$ cat src/rtl/dmem_pkg.sv
// Shared constants for the data-memory / MMIO block: register addresses,
// STATUS bit positions and the address decoder used by the top level.
package dmem_pkg;

    localparam logic [31:0] ADDR_LED    = 32'h0000_1000;
    localparam logic [31:0] ADDR_CYCLES = 32'h0000_1004;
    localparam logic [31:0] ADDR_TXDATA = 32'h0000_1008;
    localparam logic [31:0] ADDR_STATUS = 32'h0000_100C;

    localparam int STATUS_FULL_BIT  = 8;
    localparam int STATUS_EMPTY_BIT = 9;
    localparam int STATUS_OVF_BIT   = 10;

    typedef enum logic [2:0] {
        SEL_NONE,
        SEL_RAM,
        SEL_LED,
        SEL_CYCLES,
        SEL_TXDATA,
        SEL_STATUS
    } sel_e;

    // RAM occupies every word address whose bits above the RAM index are zero.
    function automatic sel_e decodeAddr(input logic [29:0] wordAddr,
                                        input int unsigned ramAddrBits);
        sel_e sel;
        sel = SEL_NONE;
        if ((wordAddr >> ramAddrBits) == 30'd0)   sel = SEL_RAM;
        else if (wordAddr == ADDR_LED[31:2])      sel = SEL_LED;
        else if (wordAddr == ADDR_CYCLES[31:2])   sel = SEL_CYCLES;
        else if (wordAddr == ADDR_TXDATA[31:2])   sel = SEL_TXDATA;
        else if (wordAddr == ADDR_STATUS[31:2])   sel = SEL_STATUS;
        return sel;
    endfunction

endpackage

$ cat src/rtl/tx_fifo.sv
// Byte-wide transmit FIFO with occupancy count; push and pop in the same
// cycle are both honoured, even when full.
module tx_fifo #(
    parameter int DEPTH = 4
) (
    input  logic                     clk,
    input  logic                     rst,
    input  logic                     push,
    input  logic                     pop,
    input  logic [7:0]               din,
    output logic [7:0]               dout,
    output logic [$clog2(DEPTH):0]   count,
    output logic                     full,
    output logic                     empty
);

    localparam int PW = (DEPTH > 1) ? $clog2(DEPTH) : 1;
    localparam int CW = $clog2(DEPTH) + 1;

    logic [7:0]    mem_q [DEPTH];
    logic [PW-1:0] wrPtr_q, wrPtr_d;
    logic [PW-1:0] rdPtr_q, rdPtr_d;
    logic [CW-1:0] count_q, count_d;
    logic          pushOk;
    logic          popOk;

    assign full   = (count_q == CW'(DEPTH));
    assign empty  = (count_q == '0);
    assign count  = count_q;
    assign dout   = mem_q[rdPtr_q];
    assign pushOk = push & (~full | pop);
    assign popOk  = pop & ~empty;

    always_comb begin
        wrPtr_d = wrPtr_q;
        rdPtr_d = rdPtr_q;
        count_d = count_q;
        if (pushOk) begin
            wrPtr_d = (wrPtr_q == PW'(DEPTH - 1)) ? '0 : wrPtr_q + 1'b1;
        end
        if (popOk) begin
            rdPtr_d = (rdPtr_q == PW'(DEPTH - 1)) ? '0 : rdPtr_q + 1'b1;
        end
        case ({pushOk, popOk})
            2'b10:   count_d = count_q + 1'b1;
            2'b01:   count_d = count_q - 1'b1;
            default: count_d = count_q;
        endcase
    end

    always_ff @(posedge clk) begin
        if (rst) begin
            wrPtr_q <= '0;
            rdPtr_q <= '0;
            count_q <= '0;
        end else begin
            wrPtr_q <= wrPtr_d;
            rdPtr_q <= rdPtr_d;
            count_q <= count_d;
        end
    end

    // Storage needs no reset; contents are only visible once counted valid.
    always_ff @(posedge clk) begin
        if (!rst && pushOk) begin
            mem_q[wrPtr_q] <= din;
        end
    end

endmodule

$ cat src/rtl/dmem_mmio.sv
// CPU data memory with memory-mapped LED, cycle counter, transmit FIFO and
// status registers; loads are combinational, stores land on the clock edge.
module dmem_mmio
    import dmem_pkg::*;
#(
    parameter int RAM_WORDS  = 64,
    parameter int FIFO_DEPTH = 4
) (
    input  logic        clk,
    input  logic        rst,
    input  logic        MemWrite,
    input  logic [31:0] ALUResult,
    input  logic [31:0] WriteData,
    output logic [31:0] ReadData,
    output logic [9:0]  leds,
    output logic [7:0]  tx_data,
    output logic        tx_valid,
    input  logic        tx_ready
);

    localparam int AW = (RAM_WORDS > 1) ? $clog2(RAM_WORDS) : 1;
    localparam int CW = $clog2(FIFO_DEPTH) + 1;

    logic [31:0]   ram_q [RAM_WORDS];
    logic [9:0]    leds_q, leds_d;
    logic [31:0]   cycles_q, cycles_d;
    logic          overflow_q, overflow_d;

    logic [29:0]   wordAddr;
    logic [1:0]    unusedAddrBits;
    logic [AW-1:0] ramIdx;
    sel_e          sel;
    logic          pushReq;
    logic          pop;
    logic          fifoFull;
    logic          fifoEmpty;
    logic [CW-1:0] fifoCount;
    logic          ovfEvent;
    logic [31:0]   statusWord;

    assign wordAddr       = ALUResult[31:2];
    assign unusedAddrBits = ALUResult[1:0];
    assign ramIdx         = ALUResult[AW+1:2];
    assign sel            = decodeAddr(wordAddr, AW);

    assign pushReq  = MemWrite && (sel == SEL_TXDATA);
    assign pop      = ~fifoEmpty & tx_ready;
    assign ovfEvent = pushReq & fifoFull & ~pop;

    tx_fifo #(
        .DEPTH(FIFO_DEPTH)
    ) u_tx_fifo (
        .clk  (clk),
        .rst  (rst),
        .push (pushReq),
        .pop  (pop),
        .din  (WriteData[7:0]),
        .dout (tx_data),
        .count(fifoCount),
        .full (fifoFull),
        .empty(fifoEmpty)
    );

    assign tx_valid = ~fifoEmpty;
    assign leds     = leds_q;

    // A same-cycle overflow outranks a STATUS clear, and a CYCLES clear
    // outranks the increment.
    always_comb begin
        leds_d     = leds_q;
        cycles_d   = cycles_q + 32'd1;
        overflow_d = overflow_q;
        if (MemWrite && (sel == SEL_LED)) begin
            leds_d = WriteData[9:0];
        end
        if (MemWrite && (sel == SEL_CYCLES)) begin
            cycles_d = '0;
        end
        if (ovfEvent) begin
            overflow_d = 1'b1;
        end else if (MemWrite && (sel == SEL_STATUS)) begin
            overflow_d = 1'b0;
        end
    end

    always_ff @(posedge clk) begin
        if (rst) begin
            leds_q     <= '0;
            cycles_q   <= '0;
            overflow_q <= 1'b0;
        end else begin
            leds_q     <= leds_d;
            cycles_q   <= cycles_d;
            overflow_q <= overflow_d;
        end
    end

    always_ff @(posedge clk) begin
        if (!rst && MemWrite && (sel == SEL_RAM)) begin
            ram_q[ramIdx] <= WriteData;
        end
    end

    always_comb begin
        statusWord                   = '0;
        statusWord[CW-1:0]           = fifoCount;
        statusWord[STATUS_FULL_BIT]  = fifoFull;
        statusWord[STATUS_EMPTY_BIT] = fifoEmpty;
        statusWord[STATUS_OVF_BIT]   = overflow_q;
    end

    always_comb begin
        ReadData = '0;
        case (sel)
            SEL_RAM:    ReadData = ram_q[ramIdx];
            SEL_LED:    ReadData = {22'b0, leds_q};
            SEL_CYCLES: ReadData = cycles_q;
            SEL_STATUS: ReadData = statusWord;
            default:    ReadData = '0;
        endcase
    end

endmodule

$ cat config.mk
export PLATFORM = sky130hd
export DESIGN_NAME = dmem_mmio
export DESIGN_NICKNAME = d
export VERILOG_FILES = /design/src/rtl/dmem_pkg.sv /design/src/rtl/tx_fifo.sv /design/src/rtl/dmem_mmio.sv
export SDC_FILE = /design/constraint.sdc
export NUM_CORES = 2
export LEC_CHECK = 0
export ABC_AREA = 1
export CORE_MARGIN = 4
export CORE_UTILIZATION = 35
export CTS_CLUSTER_DIAMETER = 150
export DETAILED_ROUTE_END_ITERATION = 8
export PLACE_DENSITY = 0.52
export SLEW_MARGIN = 40
export SYNTH_ARGS = -nofsm -noshare
export SYNTH_HDL_FRONTEND = slang
export SYNTH_SLANG_ARGS = --single-unit
export TNS_END_PERCENT = 20
$ cat constraint.sdc
create_clock -name clk -period 4.7 [get_ports clk]
set_input_delay 0.47 -clock clk [delete_from_list [all_inputs] [get_ports clk]]
set_output_delay 0.47 -clock clk [all_outputs]
set_load 0.005 [all_outputs]
# Yosys cells after proc, flatten, opt, wreduce, memory -nomap -nowiden
# Memories as Yosys holds them, arrays and structs flattened. A register that Yosys moved wholly into a read port is not among the register bits.
# Cells that the tools add are included.
# classes
eq_ne	14
add_sub_neg	5
bitwise	9
n_reduce_logical	13
muxes	17
# ops
cell	n
$pmux 32 s4	1
$eq 30x11->1 const B	4
$add 32x1->32 const B	1
$logic_not 30->1	1
$mux 3	5
$eq 3x3->1 const B	3
$mux 2	4
$logic_and 1x1->1	7
$eq 2x2->1 const B	3
$eq 3x2->1 const B	2
$mux 1	6
$pmux 3 s2	1
$and 1x1->1	5
$add 2x1->2 const B	2
$reduce_bool 2->1	2
$add 3x1->3 const B	1
$eq 3x1->1 const B	1
$logic_not 3->1	1
$not 1->1	3
$sub 3x1->3 const B	1
$eq 2x1->1 const B	1
$reduce_or 2->1	1
$logic_not 1->1	1
$or 1x1->1	1
# word_totals
out_inout_bits	51
in_bits	68
n_memories	2
ram_bits	2080
regBits	50
# memory_table
name	depth	width	rd	rd_ports_with_merged_regs	wr	line_no	source
ram_q	64	32	1	0	1	dmem_mmio.sv:24	logic [31:0] ram_q [RAM_WORDS];
u_tx_fifo.mem_q	4	8	1	1	1	tx_fifo.sv:20	logic [7:0] mem_q [DEPTH];

# Longest topological paths before layout
# logic_depth
ltp_word	12
ltp_mapped	17
ltp_nobuf	16

# Hierarchy
# A second synthesis with hierarchy kept.
# unflattened
hier_cells	8425
hier_area_um2	89781.1
# modules_own_cells
module	cells_each	n_inst	seq_area_each_um2	area_each_um2
dmem_mmio	8277	1	62359.8	88073.2
tx_fifo	148	1	1141.1	1707.9

# Worst setup path after synthesis
# No wires, ideal clock.
# synth_timing
kind	input-to-reg
start	in ALUResult[19]
end	mem ram_q[58][0], enable pin
n_path_buf	1
path_slack_ns	0.555
arrival_time_ns	3.684
path_stages	10
required_ns	4.239
cell_sequence	nor2_1 nand2_1 nor2_1 nand2_1 inv_1 nand2_1 nor3_1 buf_2 inv_1 nor3_1
# synth_between
elab_chain_len	10
word_cells_on_any_way	14
# synth_rtl
item	line_no	source
from (decl)	dmem_mmio.sv:12	input logic [31:0] ALUResult,
$eq 30x11->1	dmem_pkg.sv:32	else if (wordAddr == ADDR_STATUS[31:2]) sel = SEL_STATUS;
$mux 3	dmem_pkg.sv:32	
$mux 3	dmem_pkg.sv:31	else if (wordAddr == ADDR_TXDATA[31:2]) sel = SEL_TXDATA;
$mux 3	dmem_pkg.sv:30	else if (wordAddr == ADDR_CYCLES[31:2]) sel = SEL_CYCLES;
$mux 3	dmem_pkg.sv:29	else if (wordAddr == ADDR_LED[31:2]) sel = SEL_LED;
$mux 3 *	dmem_pkg.sv:28	if ((wordAddr >> ramAddrBits) == 30'd0) sel = SEL_RAM;
$eq 3x1->1 *	dmem_mmio.sv:99	if (!rst && MemWrite && (sel == SEL_RAM)) begin
$logic_and 1x1->1 *	dmem_mmio.sv:99	
$mux 1 *	dmem_mmio.sv:99	
$mux 1 (implied by the code) *	dmem_mmio.sv:100	ram_q[ramIdx] <= WriteData;
to (decl)	dmem_mmio.sv:24	
# Every way passes the cells marked *; elsewhere a longest branch is shown, timed or not.

# Worst setup path after layout
# layout_timing
start	in ALUResult[3]
end	out ReadData[13]
# layout_between
elab_chain_len	8
word_cells_on_any_way	15
# layout_rtl
item	line_no	source
$eq 30x11->1	dmem_pkg.sv:32	
$mux 3	dmem_pkg.sv:32	
$mux 3	dmem_pkg.sv:31	
$mux 3	dmem_pkg.sv:30	
$mux 3	dmem_pkg.sv:29	
$mux 3	dmem_pkg.sv:28	
$eq 3x3->1, or another cell as far along	dmem_mmio.sv:114	case (sel)
$pmux 32 s4 *	dmem_mmio.sv:114	
to (decl)	dmem_mmio.sv:14	output logic [31:0] ReadData,
# Marks and branches as above.

==> flow_summary.toml <==
[status]
outcome = "complete, no violations"

[worst_setup_path]
critPathMostFrequentCell = "sky130_fd_sc_hd__nand2_1"
critical-path-max-stage-delay_ns = 0.57
critical-path-slowest-cell = "sky130_fd_sc_hd__buf_4"
timing.critical_path.buf_inv = 3
end_kind = "primary output"
cell_class_contributing_the_biggest_share_of_worst_path_delay = "simple AND/OR/NAND/NOR gates"
cp_data_arrival_time_ns = 3.80
criticalPathCategory = "input pin to primary output"
crit_fanout = 47
timing.critical_path.from_type = "input pin"
timing.critical_path.required_ns = 4.23
series_of_cell_instances_along_the_critical_path = "buf_2, nand2_4, buf_4, nor2_1, nor2_1, nand2_1, nand2_1, nand2_1, nand2_1, nand2_1, nor2_1, nand3_1, nand2_1, clkdlybuf4s50_1"

[cells_and_area]
area_taken_by_multi_input_logic_gates_sq_mm = 0.0216
postLayoutCoreUtil_pct = 40.8
layout_cells_sized_above_1_pct = 7.87
register_area_sq_mm = 0.0635
areaGrowthSynthToFinish_pct = 15.5
nNetsFinal = 8258
layout.cells.most_common = "sky130_fd_sc_hd__nand2_1"
finalNonFillerCells = 11685
most_frequent_cells_in_the_layout = "sky130_fd_sc_hd__nand2_1, sky130_fd_sc_hd__edfxtp_1, sky130_fd_sc_hd__nor2_1, sky130_fd_sc_hd__nand3_1, sky130_fd_sc_hd__clkbuf_16"
layout.filler_cells = 23618

[timing]
fin_hold_ws_ns = 0.0609
timing.final.crit_period_ns = 4.27
max_slew_margin_pct = 42.1
timing.final.hold_violations = 0
period_share_pct = 90.8
finalSetupViolations = 0
max_freq_ghz = 0.234
max_slew.worst_pin.slew_ns = 0.869
rsz0062_at_grt = "no"
timing.final.max_slew_violations = 0
setup_tns_ns = 0
final_skew_ns = 0.0181

[placement]
post-place-cells = 11271
placement.io_buffers = 116
gp_weighted_congestion = 0.886
dp_hpwl_microns = 159000

[detailed_routing]
avgRoutedWirePerCell_microns = 24.0
firstDrtPassIters = 6
via_per_inst = 5.02
totalWireLength_microns = 281000
vias = 58603
drtIter0Drc = 6133
postRouteAntennaNets = 0
drc_errors = 0

[power]
pwr_density_cell_mw_per_mm2 = 396
power.switching_mw = 9.19
report.power.total_mw = 39.8
power.ir.vdd_worst_mv = 0.334
clock_power_share_pct = 41.4
power.leakage_nw = 37.5
swShare_pct = 23.1
seq_power_share_pct = 52.4
power.combinational.fraction_pct = 6.2
p_int_mw = 30.6

[floorplanning]
floorplan.die_area_sq_mm = 0.257
floorplan.die.width_microns = 507
io_pins = 119
dieHeight_microns = 507
core_area_sq_mm = 0.247
fp-row-count = 182
initial_utilization_pct = 35.3

[clock_tree]
tritoncts_num_sinks = 2132
clkSlewWorstSetupHoldPaths_ns = 0.06
clock_tree.htree_level_count = 4
cts_made_buffers = 219
cts.root.buffer_cell = "sky130_fd_sc_hd__clkbuf_16"
clkLatencyLatePin_ns = 0.86
cts_tree = "done"
clock_path_buffers = 3
cts_resized = 0

[global_routing]
grt_pass1_vias = 54743
number_of_antenna_violations_at_the_first_check_in_global_routing = 24
grt_start_max_net_pins = 116
grt_pass1_wl_microns = 398000
groute.usage.overall_pct = 21.3
grt.overflow.total = 0

[yosys]
synth_area_leaders = "sky130_fd_sc_hd__edfxtp_1, sky130_fd_sc_hd__nand2_1, sky130_fd_sc_hd__nor2_1, sky130_fd_sc_hd__nand3_1, sky130_fd_sc_hd__dfxtp_1"
synth_seq_cells = 2132
yosysSeqAreaShare_pct = 72.9
synth_top_area_cell = "sky130_fd_sc_hd__edfxtp_1"
synth_area_sq_mm = 0.0871
synth.lib_cells_used.distinct = 40
post-synth-top-area-fraction_pct = 71.7
post_synthesis_area_per_instance_sq_um = 10.9
ys_warn_count = 0
mappedNetlistNets = 8058
syn-instance-count = 7982

[flow_run]
max-cap-violations = 0

[min_path]
hold_path_class = "input pin to register"
per-layer routing:
layer,track usage [%],vias up,part of all wire [%]
met5,0,-,0.013
met4,7.43,6,3.8
met3,3.64,419,7.7
met2,32.7,2135,45
met1,30.5,28987,44
li1,-,27056,-
flip-flops by register name, indices dropped and copies added, names as in the netlist, named ones only:
signal,flops
u_tx_fifo.mem_q,32
cycles_q,32
leds,10
overflow_q,1
u_tx_fifo.rdPtr_q,2
u_tx_fifo.count,3
ram_q,2048
u_tx_fifo.wrPtr_q,2
power by group through the flow:
stage,Clock [mW],Sequential [mW],Combinational [mW]
after CTS,16.8,20.9,2.48
after global placement,0,21.3,2.44
final,16.5,20.9,2.47
after detailed placement,0,21.3,2.47
after floorplan,0,21.3,1.15
after global routing,17.6,20.9,2.68
per-stage QoR:
| step | worst slack, ns | instance area, sq um |
|---|---|---|
| global placement | 0.476 | 93700 |
| finish | 0.434 | 101000 |
| global route | 0.419 | 101000 |
| CTS | 0.493 | 101000 |
| detailed placement | 0.500 | 93800 |
| floorplan | 0.555 | 87100 |
logic make-up after synthesis:
family                     Yosys count  share of synthesized area [%]
AOI/OAI and AO/OA                  127                          0.813
xor gates and xnor gates             9                         0.0905
adders and majority gates            8                          0.124
buffers and inverters              609                           2.90
DFF                               2132                           72.9
and+or+nand+nor                   5097                           23.1
layout make-up:
| type | instances | share of cell area, % |
|---|---|---|
| sequential | 2132 | 63.1 |
| multi-input combinational | 5241 | 21.5 |
| clock buffer | 285 | 5.78 |
| tap | 3312 | 4.12 |
| timing repair buffer | 360 | 3.75 |
| inverter | 228 | 0.882 |
| clock inverter | 120 | 0.861 |
| antenna | 7 | 0.0174 |
what timing repair did:
item	in CTS	in global routing
setup buffers	0	0
hold endpoints to repair	1	0
hold buffers	1	0
final timing paths:
| path | start | endpoint | slack, ns | cells past startpoint |
|---|---|---|---|---|
| worst max register to register | cycles_q[0]$_SDFF_PP0_ | cycles_q[30]$_SDFF_PP0_ | 2.44 | 10 |
| worst min-delay path | WriteData[17] | ram_q[50][17]$_DFFE_PP_ | 0.06 | 1 |
| worst max-delay path | ALUResult[3] | ReadData[13] | 0.43 | 14 |
| worst min register to register | leds[1]$_SDFFE_PP0P_ | leds[1]$_SDFFE_PP0P_ | 0.49 | 2 |
synth_stat cells:
master	instances
sky130_fd_sc_hd__nand3_1	602
sky130_fd_sc_hd__ha_1	7
sky130_fd_sc_hd__buf_1	63
sky130_fd_sc_hd__nor2_1	1544
sky130_fd_sc_hd__dfxtp_1	52
sky130_fd_sc_hd__inv_1	222
sky130_fd_sc_hd__or2_1	10
sky130_fd_sc_hd__fa_1	1
sky130_fd_sc_hd__clkinv_1	1
sky130_fd_sc_hd__o31ai_1	1
sky130_fd_sc_hd__buf_6	5
sky130_fd_sc_hd__nand3b_1	8
sky130_fd_sc_hd__nor4_1	2
sky130_fd_sc_hd__nand4_1	37
sky130_fd_sc_hd__a21oi_1	41
sky130_fd_sc_hd__inv_4	1
sky130_fd_sc_hd__o211a_1	1
sky130_fd_sc_hd__xnor2_1	3
sky130_fd_sc_hd__clkbuf_1	182
sky130_fd_sc_hd__nand2_1	2845
sky130_fd_sc_hd__xor2_1	6
sky130_fd_sc_hd__nor3_1	21
sky130_fd_sc_hd__buf_2	116
sky130_fd_sc_hd__or2_2	7
sky130_fd_sc_hd__nand3_2	1
sky130_fd_sc_hd__nor3b_1	4
sky130_fd_sc_hd__o211ai_1	21
sky130_fd_sc_hd__and2_1	1
sky130_fd_sc_hd__a31oi_1	1
sky130_fd_sc_hd__edfxtp_1	2080
sky130_fd_sc_hd__o22ai_1	9
sky130_fd_sc_hd__nor2_4	2
sky130_fd_sc_hd__and3_1	1
sky130_fd_sc_hd__o21ai_1	1
sky130_fd_sc_hd__or2_0	7
sky130_fd_sc_hd__inv_2	4
sky130_fd_sc_hd__o21ai_0	52
sky130_fd_sc_hd__nor2_2	4
sky130_fd_sc_hd__nor3_2	1
sky130_fd_sc_hd__buf_4	15
Power figures use the tool's default switching activity.
